### config.mk
export PLATFORM = sky130hd
export DESIGN_NAME = fetch_queue
export DESIGN_NICKNAME = d
export VERILOG_FILES = /design/src/rtl/fetch_pkg.sv /design/src/rtl/fetch_fifo.sv /design/src/rtl/fetch_queue.sv
export SDC_FILE = /design/constraint.sdc
export NUM_CORES = 1
export LEC_CHECK = 0
export CAP_MARGIN = 10
export CORE_MARGIN = 1
export CORE_UTILIZATION = 30
export DETAILED_ROUTE_END_ITERATION = 6
export PLACE_DENSITY = 0.55
export SKIP_CTS_REPAIR_TIMING = 1
export SLEW_MARGIN = 25
export SYNTH_ARGS = -nofsm -noshare
export SYNTH_HDL_FRONTEND = slang
export SYNTH_SLANG_ARGS = --single-unit
### constraint.sdc
create_clock -name clk -period 6.75 [get_ports clk]
set_input_delay 2.025 -clock clk [delete_from_list [all_inputs] [get_ports clk]]
set_output_delay 2.025 -clock clk [all_outputs]
set_load 0.01 [all_outputs]
### src/rtl/fetch_pkg.sv
// Shared defaults and the queue entry layout for the instruction fetch path.
// Latency: n/a (types and constants only).
// Backpressure: n/a.
package fetch_pkg;

  localparam int DEF_DEPTH   = 4;
  localparam int DEF_ADDR_W  = 8;
  localparam int DEF_INSTR_W = 32;
  localparam int DEF_PC_STEP = 4;

  // One buffered fetch: the ROM word and the PC it was read from.
  typedef struct packed {
    logic [DEF_INSTR_W-1:0] instr;
    logic [DEF_ADDR_W-1:0]  pc;
  } fetch_entry_t;

endpackage

### src/rtl/fetch_fifo.sv
// Circular buffer of fetch entries with flush and a combinational head read.
// Latency: a pushed entry is visible at the head one edge after the push.
// Backpressure: none internally; the caller's credit rule guarantees no overflow.
//
// Ports: clk/rst (sync, active-low); push + wr_entry write at the tail;
// pop advances the head; flush empties the buffer; head is the oldest entry;
// count is the current occupancy.
module fetch_fifo
  import fetch_pkg::*;
#(
  parameter int  DEPTH   = DEF_DEPTH,
  parameter type entry_t = fetch_entry_t
) (
  input  logic                   clk,
  input  logic                   rst,
  input  logic                   push,
  input  entry_t                 wr_entry,
  input  logic                   pop,
  input  logic                   flush,
  output entry_t                 head,
  output logic [$clog2(DEPTH):0] count
);

  localparam int PTR_W = $clog2(DEPTH);

  entry_t             mem [DEPTH];
  logic [PTR_W-1:0]   wr_ptr;
  logic [PTR_W-1:0]   rd_ptr;
  logic               pop_ok;

  // Never retire from an empty buffer, even if the caller asks.
  assign pop_ok = pop && (count != '0);

  // DEPTH is a power of two, so pointer wraparound is plain overflow.
  always_ff @(posedge clk) begin
    if (!rst) begin
      wr_ptr <= '0;
      rd_ptr <= '0;
      count  <= '0;
      for (int i = 0; i < DEPTH; i++) begin
        mem[i] <= '0;
      end
    end else if (flush) begin
      wr_ptr <= '0;
      rd_ptr <= '0;
      count  <= '0;
    end else begin
      if (push) begin
        mem[wr_ptr] <= wr_entry;
        wr_ptr      <= wr_ptr + 1'b1;
      end
      if (pop_ok) begin
        rd_ptr <= rd_ptr + 1'b1;
      end
      case ({push, pop_ok})
        2'b10:   count <= count + 1'b1;
        2'b01:   count <= count - 1'b1;
        default: count <= count;
      endcase
    end
  end

  assign head = mem[rd_ptr];

endmodule

### src/rtl/fetch_queue.sv
// Instruction fetch queue: owns the fetch PC, drives the ROM, buffers words+PCs.
// Latency: issue-to-visible 2 edges; redirect-to-first-valid 3 edges.
// Backpressure: fetch issue stops once buffered + in-flight fetches reach DEPTH.
//
// Ports: clk/rst (sync, active-low); rom_addr/rom_data to the registered ROM;
// redirect_valid/redirect_pc flush and restart fetch; instr_valid/instr/
// instr_pc/instr_ready is the decoder handshake; count is queue occupancy.
module fetch_queue
  import fetch_pkg::*;
#(
  parameter int DEPTH   = DEF_DEPTH,
  parameter int ADDR_W  = DEF_ADDR_W,
  parameter int INSTR_W = DEF_INSTR_W,
  parameter int PC_STEP = DEF_PC_STEP
) (
  input  logic                   clk,
  input  logic                   rst,
  output logic [ADDR_W-1:0]      rom_addr,
  input  logic [INSTR_W-1:0]     rom_data,
  input  logic                   redirect_valid,
  input  logic [ADDR_W-1:0]      redirect_pc,
  output logic                   instr_valid,
  output logic [INSTR_W-1:0]     instr,
  output logic [ADDR_W-1:0]      instr_pc,
  input  logic                   instr_ready,
  output logic [$clog2(DEPTH):0] count
);

  localparam int CNT_W = $clog2(DEPTH) + 1;

  typedef struct packed {
    logic [INSTR_W-1:0] instr;
    logic [ADDR_W-1:0]  pc;
  } entry_t;

  logic [ADDR_W-1:0] fetch_pc;
  logic [ADDR_W-1:0] pc_q;
  logic              req_q;
  logic [CNT_W:0]    committed;
  logic              issue;
  logic              push;
  logic              pop;
  entry_t            wr_entry;
  entry_t            head;

  // Credit check counts the in-flight fetch as already occupying a slot, so
  // the push one edge later always has room. A pop in the same cycle is not
  // credited back; that keeps the check off the instr_ready path.
  assign committed = {1'b0, count} + {{CNT_W{1'b0}}, req_q};
  assign issue     = !redirect_valid && (committed < (CNT_W + 1)'(DEPTH));

  // A redirect kills both the word arriving from the ROM and any consume.
  assign push = req_q && !redirect_valid;
  assign pop  = instr_valid && instr_ready && !redirect_valid;

  assign wr_entry.instr = rom_data;
  assign wr_entry.pc    = pc_q;

  always_ff @(posedge clk) begin
    if (!rst) begin
      fetch_pc <= '0;
      pc_q     <= '0;
      req_q    <= 1'b0;
    end else if (redirect_valid) begin
      fetch_pc <= redirect_pc & ~ADDR_W'(3);
      req_q    <= 1'b0;
    end else if (issue) begin
      req_q    <= 1'b1;
      pc_q     <= fetch_pc;
      fetch_pc <= fetch_pc + ADDR_W'(PC_STEP);
    end else begin
      req_q    <= 1'b0;
    end
  end

  fetch_fifo #(
    .DEPTH   (DEPTH),
    .entry_t (entry_t)
  ) u_fifo (
    .clk      (clk),
    .rst      (rst),
    .push     (push),
    .wr_entry (wr_entry),
    .pop      (pop),
    .flush    (redirect_valid),
    .head     (head),
    .count    (count)
  );

  assign rom_addr    = fetch_pc;
  assign instr_valid = (count != '0);
  assign instr       = head.instr;
  assign instr_pc    = head.pc;

endmodule

==> results.sh <==
export IMPL_fmax_mhz=219.4
export IMPL_yosys_area_top_type="edfxtp_1"
export IMPL_cts_made_buffers=17
export IMPL_pre_cts_ws_ns=1.680
export IMPL_critPathMaxFanout=36
export IMPL_root_buffer="clkbuf_16"
export IMPL_antenna_cells=0
export IMPL_rsz0062_at_grt="false"
export IMPL_slowest_stage="nand2b_2"
export IMPL_p_leak_nw=3.364
export IMPL_finClkSkew_ns=0.008709
export IMPL_fp_dieW_um=161.4
export IMPL_dp_cells=892
export IMPL_power_density_mw_per_mm2=247.1
export IMPL_synth_commonest_cells="152 x edfxtp_1, 109 x and2_1, 38 x and3_1, 38 x mux4_2, 22 x dfxtp_1"
export IMPL_ios=96
export IMPL_syn_area_per_cell_um2=15.09
export IMPL_path_clk_slew_ns=0.07
export IMPL_slowest_delay_ns=0.69
export IMPL_die_h_um=161.4
export IMPL_clkLatencyLatePin_ns=0.43
export IMPL_netlist_instances=505
export IMPL_route_detailed_drc=0
export IMPL_synth_area_leaders="edfxtp_1 60%, mux4_2 11%, and2_1 9.0%"
export IMPL_grt_start_max_net_pins=72
export IMPL_ys_seq_area_share_pct=65.69
export IMPL_finalWorstSetupSlack_ns=2.192
export IMPL_row_count=57
export IMPL_die_area_mm2=0.02604
export IMPL_yosys_area_top_type_share_pct=59.91
export IMPL_drt_iter0_drc=270
export IMPL_synth_edf_count=152
export IMPL_gp_congestion=0.7409
export IMPL_setup_viol=0
export IMPL_avgViaCountPerCell=4.745
export IMPL_worstPathRequired_ns=6.86
export IMPL_nNetsFinal=634
export IMPL_grt_pass1_wl_um=26010
export IMPL_crit_buf_inv=3
export IMPL_synth_seq_cells=174
export IMPL_critPathTopFamily="buffers and inverters"
export IMPL_grt_pass1_vias=4711
export IMPL_hpwl_um=9636
export IMPL_antenna_found_initial=1
export IMPL_worst_slew_pin_slew_ns=1.041
export IMPL_peakVddDrop_mv=0.1652
export IMPL_post_route_period_util_pct=67.52
export IMPL_syn_to_final_growth_pct=23.39
export IMPL_design_core_area_mm2=0.02460
export IMPL_worstPathArrival_ns=4.67
export IMPL_cts_sinks=174
export IMPL_wl_per_cell_um=18.06
export IMPL_synth_most_common_cell="edfxtp_1"
export IMPL_portBuffers=89
export IMPL_netlist_area_mm2=0.007619
export IMPL_cts_tree="built"
export IMPL_grtUsageTotal_pct=13.48
export IMPL_dr_total_vias=4384
export IMPL_synth_cell_types=40
export IMPL_synthArstFlopShare_pct=0
export IMPL_crit_path_start_kind="input pin"
export IMPL_start_util_pct=30.96
export IMPL_cap_violations=0
export IMPL_synthFlopType="edfxtp_1"
export IMPL_hold_class="flop to flop"
export IMPL_relSlewSlack_pct=30.43
export IMPL_finalHoldViolCount=0
export IMPL_drive_gt1_share_pct=14.83
export IMPL_crit_path_end_kind="flop"
export IMPL_grt_overflow=0
export IMPL_ctsHtreeMaxLevel=4
export IMPL_cp_cell_sequence="clkdlybuf4s50_1 -> and3b_2 -> and3b_2 -> buf_4 -> nand2b_2 -> buf_4"
export IMPL_ys_warn_count=0
export IMPL_status="complete, no violations"
export IMPL_maxSlewViolCount=0
export IMPL_stdcell_count=924
export IMPL_final_setup_tns_ns=0
export IMPL_firstDrtPassIters=4
export IMPL_ant_nets=0
export IMPL_clockBufferDepth=2
export IMPL_drt_total_wl_um=16690
export IMPL_crit_type="input pin to flop"
export IMPL_fin_crit_ns=4.558
[report_power, final]
| group | switching (mW) | total [mW] | leakage (nW) | internal, mW |
|---|---|---|---|---|
| sequential | 0.0178 | 1.23 | 1.76 | 1.21 |
| clock | 0.412 | 0.940 | 0.287 | 0.527 |
| combinational | 0.0775 | 0.155 | 1.32 | 0.0772 |
| total | 0.508 | 2.32 | 3.36 | 1.82 |
[state kept, by name (all words and copies together) (netlist names), named ones only]
name / count
req_q: 1
pc_q: 6
u_fifo.rd_ptr: 2
u_fifo.count: 3
u_fifo.wr_ptr: 2
u_fifo.mem: 152
rom_addr: 6
[worst paths after layout]
kind | from | to | slack, ns | cells after the start
worst max-delay path | redirect_valid | u_fifo.mem[2][15] | 2.19 | 6
worst min-delay path | u_fifo.rd_ptr[1] | flop | 0.48 | 2
worst max register to register | req_q | u_fifo.mem[2][15] | 3.94 | 5
worst min register to register | u_fifo.rd_ptr[1] | flop | 0.48 | 2
[logic make-up (layout without fill, tap and decap cells)]
logic type / Yosys count / after routing / share of synthesized area [%]
and+or+nand+nor: 200 / 200 / 15.59
DFF: 174 / 174 / 65.69
buffers and inverters: 45 / 137 / 3.268
AOI/OAI and AO/OA: 40 / 40 / 3.120
muxes: 38 / 38 / 11.23
xor gates and xnor gates: 4 / 4 / 0.4599
adders and majority gates: 3 / 3 / 0.5912
other: 1 / 4 / 0.04922
[per-layer routing]
| metal | global-route usage, % | share of wire, % | up-vias | routed length, µm |
|---|---|---|---|---|
| li1 | - | - | 2035 | - |
| met5 | 0 | 0 | - | 0 |
| met1 | 16.16 | 43 | 2236 | 7215 |
| met4 | 4.160 | 0.99 | 0 | 165 |
| met3 | 3.955 | 4.6 | 15 | 765 |
| met2 | 23.28 | 51 | 98 | 8542 |
[per-stage QoR]
stage                     util, %  total power, mW  area, µm²  hold slack (ns)
after global placement      35.80            1.406       8810           0.4623
final                       38.20            2.323       9400           0.4761
after detailed placement    35.90            1.411       8832           0.4708
after CTS                   38.20            2.342       9400           0.4819
after global routing        38.20            2.392       9400           0.5261
after floorplan                 -            1.319       7630           0.4529
[final cells by class]
| type | instances | area (µm²) |
|---|---|---|
| repair buffers | 98 | 958.4 |
| well taps | 324 | 405.4 |
| multi-input cells | 289 | 2430 |
| fillers | 2310 | 15200 |
| clock buffers | 21 | 493.0 |
| inverters | 7 | 26.28 |
| flip-flops and latches | 174 | 5012 |
| clock inverters | 11 | 75.07 |
[worst register-to-register path, stage by stage (launching register included)]
cell	delay, ns
dfxtp_1	0.59
and3b_2	0.25
and3b_2	0.17
buf_4	0.37
nand2b_2	0.70
buf_4	0.41
[cell usage in the layout (no fill, tap or decap), drive strengths merged, types with 4 or more instances in the layout]
cell type,n
a21oi,12
a31oi,5
and2,109
and3,38
buf,9
clkbuf,21
clkdlybuf4s50,89
clkinv,5
conb,4
dfxtp,22
edfxtp,152
inv,13
mux4,38
nand2,19
nor2,13
o21ai,15
or3,4
No activity file was read; power rests on OpenSTA's default activity.
==> RTL change, RTL diff (same settings) <==
Set the package constant `DEF_ADDR_W` to 7 (it was 8).
--- a/src/rtl/fetch_pkg.sv
+++ b/src/rtl/fetch_pkg.sv
@@ -4,7 +4,7 @@
 package fetch_pkg;
 
   localparam int DEF_DEPTH   = 4;
-  localparam int DEF_ADDR_W  = 8;
+  localparam int DEF_ADDR_W  = 7;
   localparam int DEF_INSTR_W = 32;
   localparam int DEF_PC_STEP = 4;
 
Interface: changed (resized instr_pc, redirect_pc and rom_addr); port bits go from 96 to 93. The function was not compared with the original's and may differ.
==> RTL change against the original RTL <==
  * Setup slack better by 0.026 ns
  * Sequential cell count down 6
  * Final area down 2.9%
  * Total power down 0.70%
  * Via count down 6.8%
  * Global-route usage about the same
  * Wire length down 3.8%
  * Clock skew down 0.0028 ns
  * Synthesized area down 3.6%
==> RTL change: results (changes against the original RTL) <==
status=finished, final reports clean (unchanged); Area contributors post-synth=edfxtp_1 61%, and2_1 12%, mux4_2 11% (was edfxtp_1 60%, mux4_2 11%, and2_1 9.0%); largest net degree at the start of global routing=38 (was 72); Leak Pwr=3.162 nW (was 3.364 nW); Largest Register=u_fifo.mem (unchanged); post-synthesis sequential area ratio=0.6600 (was 0.6569); EDFF count, synth=148 (was 152); flip-flop and latch power=1.19 mW (was 1.23 mW); fraction of area in multi-input gates=0.2562 (was 0.2585); layout net count=604 (was 634); # fillers=2173 (was 2310); crit end category=primary output (was flip-flop); Post-Syn Instances=474 (was 505); ant diodes=1 (was 0); CP arrival=2.51 ns (was 4.67 ns); post-synthesis compound-gate area fraction=0.02727 (was 0.03120); first-pass GRT wire length=24.05 mm (was 26.01 mm); non-clk buf share=0.1001 (was 0.1020); pwr/cell area=252.8 mW/mm^2 (was 247.1 mW/mm^2); largest fanout on the critical path=37 (was 36); Total Wirelength=16.05 mm (was 16.69 mm); post-DP HPWL=9.027 mm (was 9.636 mm); Worst IR Drop VDD=0.1270 mV (was 0.1652 mV); layout clock buffer count=19 (was 21); mux contribution to synthesized area=0.1135 (was 0.1123); Final Cell Area=0.009126 mm^2 (was 0.009400 mm^2); share of cells above drive strength 1=0.1471 (was 0.1483); Via Count=4084 (was 4384); IO buf count=86 (was 89); switch share=0.2093 (was 0.2185); Total Routing Usage GR=0.1348 (about the same); register bit total from synthesis=168 (was 174); final setup skew=0.005911 ns (was 0.008709 ns); clk tree area frac=0.06430 (was 0.06043); Largest register FFs=148 (was 152); Rel. slew slack=0.3744 (was 0.3043); Non-Clock Inverter Count=9 (was 7); average wire per standard cell=18.01 um (was 18.06 um); Placed Area=0.008537 mm^2 (was 0.008832 mm^2); logic gate share of total power=0.063 (was 0.067); Placed Cells=858 (was 892); xor/xnor share of the synthesized area=0.005966 (was 0.004598); Multi-input comb cells=269 (was 289); Buffers, non-clock=93 (was 98); post-synthesis adder-cell area fraction=0.006136 (was 0.005912); First DRT Iteration DRCs=208 (was 270); Placer Congestion=0.7289 (was 0.7409); pre-CTS setup slack=2.074 ns (was 1.680 ns); sequential share of cell area=0.5317 (was 0.5332); vias in the first global route=4285 (was 4711)
[RTL change: changes by cell type in the layout (fill, tap and decap cells not counted), moves of 4 or more]
cell      unedited run  this run
and3_1              38         0
and2_1             109       143
nand2_1             18        12
a21oi_1             12         8
edfxtp_1           152       148
nand3_1              2         6
nor2_1              13         9
[RTL change: final timing paths]
check / startpoint / endpoint / slack (ns) / depth (start not counted)
setup reg to reg: req_q / u_fifo.mem[3][18] / 4.36 / 3
setup / recovery: flip-flop / instr_pc[5] / 2.22 / 2
hold reg to reg: pc_q[3] / pc_q[3] / 0.48 / 2
hold / removal: pc_q[3] / pc_q[3] / 0.48 / 2
[RTL change: layer usage]
metal,vias to the layer above,part of all wire,track usage
li1,1899,-,-
met3,15,0.064,0.03729
met2,109,0.51,0.2325
met1,2061,0.41,0.1616
met5,-,0,0
met4,0,0.012,0.04533
[RTL change: worst max-delay path, cell delays in order (launching register included)]
cell             delay, ns
dfxtp_4               0.91
mux4_2                0.65
clkdlybuf4s50_1       0.51
